<file path="src/rtl/obi_cache_regif.sv">
// OBI slave register front-end for the key/value cache controller.
// Staged KEY/VALUE operands, CMD launch, RESULT/STATUS readback and a completion timeout.
module obi_cache_regif #(
    parameter int DATA_W  = 32,
    parameter int ADDR_W  = 8,
    parameter int KEY_W   = 32,
    parameter int VALUE_W = 64,
    parameter int OP_W    = 2,
    parameter int TIMEOUT = 1024
) (
    input  logic                  clk,
    input  logic                  rst,
    input  logic                  obi_req_i,
    output logic                  obi_gnt_o,
    input  logic [ADDR_W-1:0]     obi_addr_i,
    input  logic                  obi_we_i,
    input  logic [DATA_W/8-1:0]   obi_be_i,
    input  logic [DATA_W-1:0]     obi_wdata_i,
    output logic                  obi_rvalid_o,
    input  logic                  obi_rready_i,
    output logic [DATA_W-1:0]     obi_rdata_o,
    output logic                  obi_err_o,
    output logic [OP_W-1:0]       op_o,
    output logic [KEY_W-1:0]      key_o,
    output logic [VALUE_W-1:0]    value_o,
    input  logic                  ctrl_ready_i,
    input  logic                  ctrl_succ_i,
    input  logic [VALUE_W-1:0]    ctrl_value_i,
    output logic                  done_o
);

    localparam int BE_W = DATA_W / 8;
    localparam int AL   = (BE_W > 1) ? $clog2(BE_W) : 0;
    localparam int WI   = ADDR_W - AL;
    localparam int VW   = (VALUE_W + DATA_W - 1) / DATA_W;
    localparam int KW   = (KEY_W + DATA_W - 1) / DATA_W;
    localparam int CW   = (TIMEOUT > 1) ? $clog2(TIMEOUT) : 1;

    localparam logic [WI-1:0] A_KEY  = WI'(VW);
    localparam logic [WI-1:0] A_CMD  = WI'(VW + KW);
    localparam logic [WI-1:0] A_STAT = WI'(VW + KW + 1);
    localparam logic [WI-1:0] A_RES  = WI'(VW + KW + 2);
    localparam logic [WI-1:0] A_END  = WI'(VW + KW + 2 + VW);

    localparam logic [VW*DATA_W-1:0] VMASK = {VALUE_W{1'b1}};
    localparam logic [KW*DATA_W-1:0] KMASK = {KEY_W{1'b1}};

    typedef enum logic {C_IDLE, C_BUSY} state_t;

    state_t                 r_state;
    state_t                 w_state_nxt;
    logic [VW*DATA_W-1:0]   r_value;
    logic [KW*DATA_W-1:0]   r_key;
    logic [VW*DATA_W-1:0]   r_result;
    logic [OP_W-1:0]        r_op;
    logic [CW-1:0]          r_cnt;
    logic                   r_done;
    logic                   r_err;
    logic                   r_tmo;
    logic                   r_rvalid;
    logic [DATA_W-1:0]      r_rdata;
    logic                   r_rerr;

    logic [WI-1:0]          w_widx;
    logic                   w_busy;
    logic                   w_sel_val;
    logic                   w_sel_key;
    logic                   w_sel_cmd;
    logic                   w_sel_stat;
    logic                   w_sel_res;
    logic                   w_mapped;
    logic                   w_rsp_err;
    logic                   w_acc;
    logic                   w_wr_ok;
    logic [OP_W-1:0]        w_cmd_op;
    logic                   w_launch;
    logic                   w_complete;
    logic                   w_timeout;
    logic [DATA_W-1:0]      w_stat_word;
    logic [DATA_W-1:0]      w_rd_word;
    logic [VW*DATA_W-1:0]   w_value_nxt;
    logic [KW*DATA_W-1:0]   w_key_nxt;

    generate
        if (AL > 0) begin : g_unused_addr
            logic w_unused_addr;
            assign w_unused_addr = ^obi_addr_i[AL-1:0];
        end
    endgenerate

    assign w_widx     = obi_addr_i[ADDR_W-1:AL];
    assign w_busy     = (r_state == C_BUSY);
    assign w_sel_val  = (w_widx < A_KEY);
    assign w_sel_key  = (w_widx >= A_KEY) && (w_widx < A_CMD);
    assign w_sel_cmd  = (w_widx == A_CMD);
    assign w_sel_stat = (w_widx == A_STAT);
    assign w_sel_res  = (w_widx >= A_RES) && (w_widx < A_END);
    assign w_mapped   = w_sel_val | w_sel_key | w_sel_cmd | w_sel_stat | w_sel_res;

    // Operands are frozen while an operation is in flight; RESULT is read-only.
    assign w_rsp_err  = !w_mapped ||
                        (obi_we_i && (w_sel_res || (w_busy && (w_sel_val || w_sel_key || w_sel_cmd))));

    assign obi_gnt_o  = !r_rvalid || obi_rready_i;
    assign w_acc      = obi_req_i && obi_gnt_o;
    assign w_wr_ok    = w_acc && obi_we_i && !w_rsp_err;
    assign w_cmd_op   = obi_wdata_i[OP_W-1:0];
    assign w_launch   = w_wr_ok && w_sel_cmd && (w_cmd_op != '0);

    assign w_stat_word = DATA_W'({r_tmo, r_err, r_done, w_busy});

    always_comb begin
        w_value_nxt = r_value;
        w_key_nxt   = r_key;
        w_rd_word   = '0;
        for (int w = 0; w < VW; w++) begin
            if (w_widx == WI'(w)) begin
                w_rd_word = r_value[w*DATA_W +: DATA_W];
                for (int b = 0; b < BE_W; b++) begin
                    if (obi_be_i[b]) w_value_nxt[w*DATA_W + b*8 +: 8] = obi_wdata_i[b*8 +: 8];
                end
            end
            if (w_widx == A_RES + WI'(w)) w_rd_word = r_result[w*DATA_W +: DATA_W];
        end
        for (int w = 0; w < KW; w++) begin
            if (w_widx == A_KEY + WI'(w)) begin
                w_rd_word = r_key[w*DATA_W +: DATA_W];
                for (int b = 0; b < BE_W; b++) begin
                    if (obi_be_i[b]) w_key_nxt[w*DATA_W + b*8 +: 8] = obi_wdata_i[b*8 +: 8];
                end
            end
        end
        if (w_sel_stat) w_rd_word = w_stat_word;
        if (obi_we_i || w_rsp_err) w_rd_word = '0;
    end

    always_ff @(posedge clk or posedge rst) begin
        if (rst) r_state <= C_IDLE;
        else     r_state <= w_state_nxt;
    end

    // A completion pulse in the same cycle as the last timeout count takes priority.
    always_comb begin
        w_state_nxt = r_state;
        w_complete  = 1'b0;
        w_timeout   = 1'b0;
        op_o        = '0;
        case (r_state)
            C_IDLE: begin
                if (w_launch) w_state_nxt = C_BUSY;
            end
            C_BUSY: begin
                op_o = r_op;
                if (ctrl_ready_i) begin
                    w_complete  = 1'b1;
                    w_state_nxt = C_IDLE;
                end else if ((TIMEOUT != 0) && (r_cnt == CW'(TIMEOUT - 1))) begin
                    w_timeout   = 1'b1;
                    w_state_nxt = C_IDLE;
                end
            end
            default: w_state_nxt = C_IDLE;
        endcase
    end

    always_ff @(posedge clk or posedge rst) begin
        if (rst) begin
            r_op  <= '0;
            r_cnt <= '0;
        end else if (w_launch) begin
            r_op  <= w_cmd_op;
            r_cnt <= '0;
        end else if (w_busy) begin
            r_cnt <= r_cnt + 1'b1;
        end
    end

    // Completion/timeout set the sticky bits after any same-cycle write-1-to-clear.
    always_ff @(posedge clk or posedge rst) begin
        if (rst) begin
            r_done <= 1'b0;
            r_err  <= 1'b0;
            r_tmo  <= 1'b0;
        end else if (w_launch) begin
            r_done <= 1'b0;
            r_err  <= 1'b0;
            r_tmo  <= 1'b0;
        end else if (w_complete) begin
            r_done <= 1'b1;
            r_err  <= !ctrl_succ_i;
        end else if (w_timeout) begin
            r_done <= 1'b1;
            r_err  <= 1'b1;
            r_tmo  <= 1'b1;
        end else if (w_wr_ok && w_sel_stat && obi_be_i[0]) begin
            r_done <= r_done && !obi_wdata_i[1];
            r_err  <= r_err  && !obi_wdata_i[2];
            r_tmo  <= r_tmo  && !obi_wdata_i[3];
        end
    end

    always_ff @(posedge clk or posedge rst) begin
        if (rst) begin
            r_value  <= '0;
            r_key    <= '0;
            r_result <= '0;
        end else begin
            if (w_wr_ok && w_sel_val) r_value <= w_value_nxt & VMASK;
            if (w_wr_ok && w_sel_key) r_key   <= w_key_nxt & KMASK;
            if (w_complete)           r_result <= (VW*DATA_W)'(ctrl_value_i);
        end
    end

    always_ff @(posedge clk or posedge rst) begin
        if (rst) begin
            r_rvalid <= 1'b0;
            r_rdata  <= '0;
            r_rerr   <= 1'b0;
        end else if (w_acc) begin
            r_rvalid <= 1'b1;
            r_rdata  <= w_rd_word;
            r_rerr   <= w_rsp_err;
        end else if (obi_rready_i) begin
            r_rvalid <= 1'b0;
        end
    end

    assign obi_rvalid_o = r_rvalid;
    assign obi_rdata_o  = r_rdata;
    assign obi_err_o    = r_rerr;
    assign key_o        = r_key[KEY_W-1:0];
    assign value_o      = r_value[VALUE_W-1:0];
    assign done_o       = r_done;

endmodule

</file>
<file path="config.mk">
export PLATFORM = sky130hd
export DESIGN_NAME = obi_cache_regif
export DESIGN_NICKNAME = d
export VERILOG_FILES = /design/src/rtl/obi_cache_regif.sv
export SDC_FILE = /design/constraint.sdc
export NUM_CORES = 1
export LEC_CHECK = 0
export ABC_AREA = 0
export CAP_MARGIN = 20
export CORE_ASPECT_RATIO = 1.75
export CORE_MARGIN = 4
export CORE_UTILIZATION = 40
export CTS_CLUSTER_SIZE = 20
export DETAILED_ROUTE_END_ITERATION = 8
export PLACE_DENSITY = 0.71
export SYNTH_ARGS = -nofsm -noshare
export SYNTH_HDL_FRONTEND = slang
export SYNTH_SLANG_ARGS = --single-unit
</file>
<file path="constraint.sdc">
create_clock -name clk -period 7.15 [get_ports clk]
set_clock_uncertainty 0.15 [all_clocks]
set_input_delay 1.7875 -clock clk [delete_from_list [all_inputs] [get_ports clk]]
set_output_delay 1.7875 -clock clk [all_outputs]
set_load 0.02 [all_outputs]
</file>
==> impl_metrics.toml, run 1 <==
[routing]
drtAntennaViolNets = 0
vias = 6884
drc_errors = 0
first_pass_iters = 5
wl_per_cell_um = 22.43
routed_wl_um = 28440
detail_route.vias_per_cell = 5.429
drt-initial-drc-count = 512

[global_routing]
track_usage_pct = 21.68
grt.overflow.total = 0
grt_start_max_net_pins = 152
antenna_found_initial = 0
grt_pass1_vias = 7388
grt_pass1_wl_um = 43320

[synth]
syn_area_um2 = 9383
yosys.area.top_type_share_pct = 56.01
syn_area_per_cell_um2 = 13.14
ys_async_sr_fraction_pct = 100.0
ys_warn_count = 0
synth_edf_count = 0
syn_inst = 714
syn_nets = 830
yosysTopAreaCell = "dfrtp_1"
synth_common_cells = "dfrtp_1, mux2_2, a22oi_1, o21ai_0, mux2i_1"
yosysMostFrequentCell = "dfrtp_1"
ys_seq_elements = 210
synth_area_leaders = "dfrtp_1, mux2_2, a22oi_1, mux2i_1, o21ai_0"
synth_ff_type = "dfrtp_1"
ys_seq_area_share_pct = 56.01
synth_cell_type_count = 51

[timing]
holdWs_ns = 0.3314
relSlewSlack_pct = 31.46
setup_tns_ns = 0
rsz0062_at_grt = "false"
fmax_ghz = 0.1943
finalCritPeriodShare_pct = 71.99
maxSlewViolCount = 0
setup_viol = 0
post-route-min-period_ns = 5.147
hold_viol_final = 0
tightest_slew_ns = 1.028

[clock_tree]
cts_buffer_depth = 3
clkLatencyLatePin_ns = 0.50
htreeDepth = 1
clock-sinks = 210
cts_resized = 0
hold_buffers = 0
cts_tree = "built"
numCtsBuffers = 21
postCtsSetupRepairBufs = 0
path_clk_slew_ns = 0.07
root_buffer = "clkbuf_16"

[critical_path]
worst-endpoint-arrival_ns = 3.21
crit_type = "in2out"
crit_top_cell = "clkdlybuf4s50_1"
cp-end-kind = "output port"
cp_max_fo = 4
critPathTopFamily = "buffers and inverters"
rrSetupSlack_ns = 4.52
crit_path_start_kind = "input port"
cp_num_buf_inv = 3
slowest_delay_ns = 0.57
cp_slowest_cell = "clkdlybuf4s50_1"
cp_cell_sequence = "clkdlybuf4s50_1 -> nor2b_1 -> inv_1 -> clkdlybuf4s50_1"
cp.required_ns = 5.21

[layout]
drive_above_1_share_pct = 23.86
final_util_pct = 56.01
syn_to_final_growth_pct = 36.86
antenna_cells = 0
layout.nets = 1071
layoutNonFillerInstCount = 1268
fin_area_um2 = 12840

[floorplan]
dieArea_um2 = 26070
io_pins = 249
initial_utilization_pct = 40.93
die_width_um = 123.8
core_um2 = 22930
rows = 73
die_h_um = 210.6

[run]
maxCapViolations = 0

[worst_hold_path]
hp-class = "reg2reg"

[placed_design]
dpl_cell_area_um2 = 12180
io_buffers = 246
gp_congestion = 0.8122
dp_hpwl_um = 19650
dp.cells = 1232

[power_and_ir_drop]
leakage_nw = 5.593
ir_worst_vdd_v = 0.0001862
powerDensity_nw_per_um2 = 239.9

[outcome]
status = "finished, final reports clean"
[worst register-to-register path, cell delays in order, from the launching register on]
cell and delay (ns):
dfrtp_1 0.58, nand2b_1 0.29, nor3_2 0.16, buf_4 0.29, nand4_1 0.54, mux2_2 0.48
[placed cells by master, fill, tap and decap left out, types with 3 or more instances in the layout]
cell             synthesis  routed
clkdlybuf4s50_1          0     244
dfrtp_1                210     210
mux2_2                 159     159
a22oi_1                 46      46
o21ai_0                 41      41
mux2i_1                 33      33
nand2_1                 29      27
o2bb2ai_1               21      21
clkbuf_16                0      21
nor2_1                  17      16
nand3b_1                11      11
buf_4                    1      11
a21oi_1                  9       9
and3_1                   8       8
nand2b_1                 7       7
nand4_1                  6       6
a221oi_1                 6       6
clkinvlp_4               0       6
inv_1                    6       5
xnor2_1                  5       5
nand3_2                  4       4
xor2_1                   4       4
a222oi_1                 4       4
nor2_2                   2       3
nand4_4                  3       3
nor3_1                   4       3
nand3_1                  3       3
nand4_2                  3       3
o221ai_1                 3       3
a31oi_1                  3       3
mux2_1                   3       3
clkbuf_1                13       3
clkbuf_8                 0       3
[layer usage]
layer	up-vias	part of all wire [%]	global-route usage, %
met5	-	0	0
met4	0	2.8	6.730
met3	40	4.9	3.034
met2	210	54	39.51
met1	3496	38	25.95
li1	3138	-	-
[path summary, 6_finish.rpt]
kind | start | endpoint | cells after the start
hold reg to reg | obi_rdata_o[5] | obi_rdata_o[5] | 2
setup reg to reg | r_state | value_o[12] | 5
min in group asynchronous | rst | value_o[24] | 3
hold / removal | obi_rdata_o[5] | obi_rdata_o[5] | 2
setup / recovery | obi_rready_i | obi_gnt_o | 4
max in group asynchronous | rst | r_result[54] | 3
[area by class of cell]
cell class | instances | area (µm²)
clock buffers | 27 | 578.1
clock inverters | 9 | 86.33
fillers | 1957 | 10080
inverters | 6 | 26.28
multi-input cells | 458 | 3965
flip-flops and latches | 210 | 5255
well taps | 300 | 375.4
repair buffers | 258 | 2555
[where the power goes]
group          internal (mW)  switching [mW]  total (mW)
Clock                  0.610           0.464        1.07
Sequential              1.39           0.123        1.51
Combinational          0.277           0.216       0.493
[cells by family (layout without fill, tap and decap cells)]
group / count (synthesis) / after routing / share of synthesized area [%]
AND/OR/NAND/NOR: 113 / 113 / 7.534
adder cells (fa/ha/maj): 1 / 1 / 0.1333
buffers and inverters: 46 / 300 / 2.134
AO/OA/AOI/OAI: 140 / 140 / 10.39
flip-flops: 210 / 210 / 56.01
multiplexers: 195 / 195 / 22.96
XOR/XNOR: 9 / 9 / 0.8401
[registers in the layout (all words and copies together) (netlist names)]
signal / cells
value_o: 64
key_o: 32
r_cnt: 10
r_state: 1
obi_err_o: 1
done_o: 1
r_result: 64
obi_rdata_o: 32
r_op: 2
obi_rvalid_o: 1
r_err: 1
r_tmo: 1
[metrics by stage]
stage	power [mW]	setup slack, ns
after floorplan	1.816	2.484
after global placement	2.009	2.014
after detailed placement	2.030	2.009
after CTS	3.112	2.003
after global routing	3.234	1.908
final	3.081	2.003
Note: power is estimated with default switching activity, not from simulation.
==> run 2: changes to the inputs <==
==> constraint.sdc (replaced) <==
create_clock -name clk -period 4.25 [get_ports clk]
set_clock_uncertainty 0.15 [all_clocks]
set_input_delay 1.0625 -clock clk [delete_from_list [all_inputs] [get_ports clk]]
set_output_delay 1.0625 -clock clk [all_outputs]
set_load 0.02 [all_outputs]
==> run 2 against run 1 <==
Compared with the run above:
- register-to-register slack lost 2.7 ns
- global-route usage decreased by 0.094 points
- sequential power increased by 69%
- power grew 66%
- non-clock buffer count grew 12
==> impl_metrics.toml, run 2 (synthesis results as in run 1) <==
[placed_design]
gp_congestion = 0.8040
dp_hpwl_um = 20010
io_buffers = 246
place_ws_ns = 0.5418
dp.cells = 1244
dpl_cell_area_um2 = 12290

[clock_tree]
path_clk_slew_ns = 0.06
clock-sinks = 210
cts_buffer_depth = 3
numCtsBuffers = 20
hold_buffers = 0
htreeDepth = 1
postCtsSetupRepairBufs = 0
cts_resized = 0
cts_tree = "built"
clkLatencyLatePin_ns = 0.50
root_buffer = "clkbuf_16"

[routing]
first_pass_iters = 4
drc_errors = 0
vias = 6970
drt-initial-drc-count = 328
routed_wl_um = 28180
drtAntennaViolNets = 0
detail_route.vias_per_cell = 5.437
wl_per_cell_um = 21.98

[layout]
layout.nets = 1082
drive_above_1_share_pct = 24.51
layoutNonFillerInstCount = 1282
multi_input_area_um2 = 3965
final_common_cell = "clkdlybuf4s50_1"
fin_area_um2 = 12930
layout_common_cells = "clkdlybuf4s50_1, dfrtp_1, mux2_2"
syn_to_final_growth_pct = 37.78
seq_area_um2 = 5255
nFillCells = 1923

[timing]
finalCritPeriodShare_pct = 87.22
tightest_slew_ns = 0.7122
worst_slack_ns = 0.5433
relSlewSlack_pct = 52.52
fmax_ghz = 0.2698
hold_viol_final = 0
maxSlewViolCount = 0
setup_tns_ns = 0
post-route-min-period_ns = 3.707
setup_viol = 0
rsz0062_at_grt = "false"

[run]
maxCapViolations = 0

[critical_path]
cp-end-kind = "output port"
cp_max_fo = 4
worst-endpoint-arrival_ns = 2.49
cp.required_ns = 3.04
crit_type = "in2out"
crit_path_start_kind = "input port"

[global_routing]
track_usage_pct = 21.59
use_met2_pct = 37.99
use_met3_pct = 3.007
grt.overflow.total = 0
antenna_found_initial = 4
top_usage_layer = "met2"
grt_pass1_vias = 7425
grt_start_max_net_pins = 61
grt_pass1_wl_um = 43430
met1_usage_pct = 26.16

[floorplan]
die_h_um = 210.6
die_width_um = 123.8
initial_utilization_pct = 40.93
core_um2 = 22930
dieArea_um2 = 26070
io_pins = 249
rows = 73

[worst_hold_path]
hp-class = "reg2reg"

[power_and_ir_drop]
leakage_nw = 5.651
powerDensity_nw_per_um2 = 396.3
ir_worst_vdd_v = 0.0003105
p_total_mw = 5.123

[outcome]
status = "finished, final reports clean"
==> run 2: changes by cell type in the layout (fill, tap and decap cells not counted) <==
cell        delta
buf_12         +2
buf_4         +10
clkbuf_1       +2
clkbuf_16      -1
clkbuf_8       -1
clkinv_2       +2
clkinv_8       +1
clkinvlp_4     -3
diode_2        +3
inv_6          -1
==> run 2: final timing paths <==
| check | start | endpoint | slack [ns] | depth (start not counted) |
|---|---|---|---|---|
| setup / recovery | obi_rready_i | obi_gnt_o | 0.54 | 4 |
| hold / removal | obi_rdata_o[7] | obi_rdata_o[7] | 0.33 | 2 |
| setup reg to reg | r_state | value_o[20] | 1.80 | 5 |
| hold reg to reg | obi_rdata_o[7] | obi_rdata_o[7] | 0.33 | 2 |
| max in group asynchronous | rst | value_o[48] | 2.30 | 3 |
| min in group asynchronous | rst | value_o[24] | 0.86 | 2 |
==> run 2: through the flow <==
stage               hold WS (ns)  utilization, %
floorplan                 0.3206               -
global placement          0.3138           53.62
detailed placement        0.3241           53.62
CTS                       0.3388           56.36
global route              0.3618           56.39
finish                    0.3313           56.39
==> run 2: area by class of cell <==
cell class	instances	share of cell area, %
clock inverters	8	0.6291
diodes	3	0.05807
repair buffers	270	20.65
inverters	6	0.2033
clock buffers	27	4.230
well taps	300	2.904
multi-input cells	458	30.67
flip-flops and latches	210	40.65
==> run 2: where the power goes <==
part	leakage [nW]	total (mW)	internal, mW	switching (mW)
sequential	2.79	2.55	2.34	0.212
clock	0.304	1.74	0.970	0.767
combinational	2.56	0.832	0.472	0.360
total	5.65	5.12	3.78	1.34
==> run 2: critical path, cell delays in order <==
cell	delay, ns
clkdlybuf4s50_1	0.39
nor2b_1	0.31
inv_1	0.16
clkdlybuf4s50_1	0.57
==> run 2: routing by layer <==
| metal | vias to the layer above | wire, µm |
|---|---|---|
| met4 | 2 | 1079 |
| met5 | - | 13 |
| met2 | 212 | 14930 |
| met3 | 51 | 1424 |
| met1 | 3538 | 10740 |
| li1 | 3167 | - |
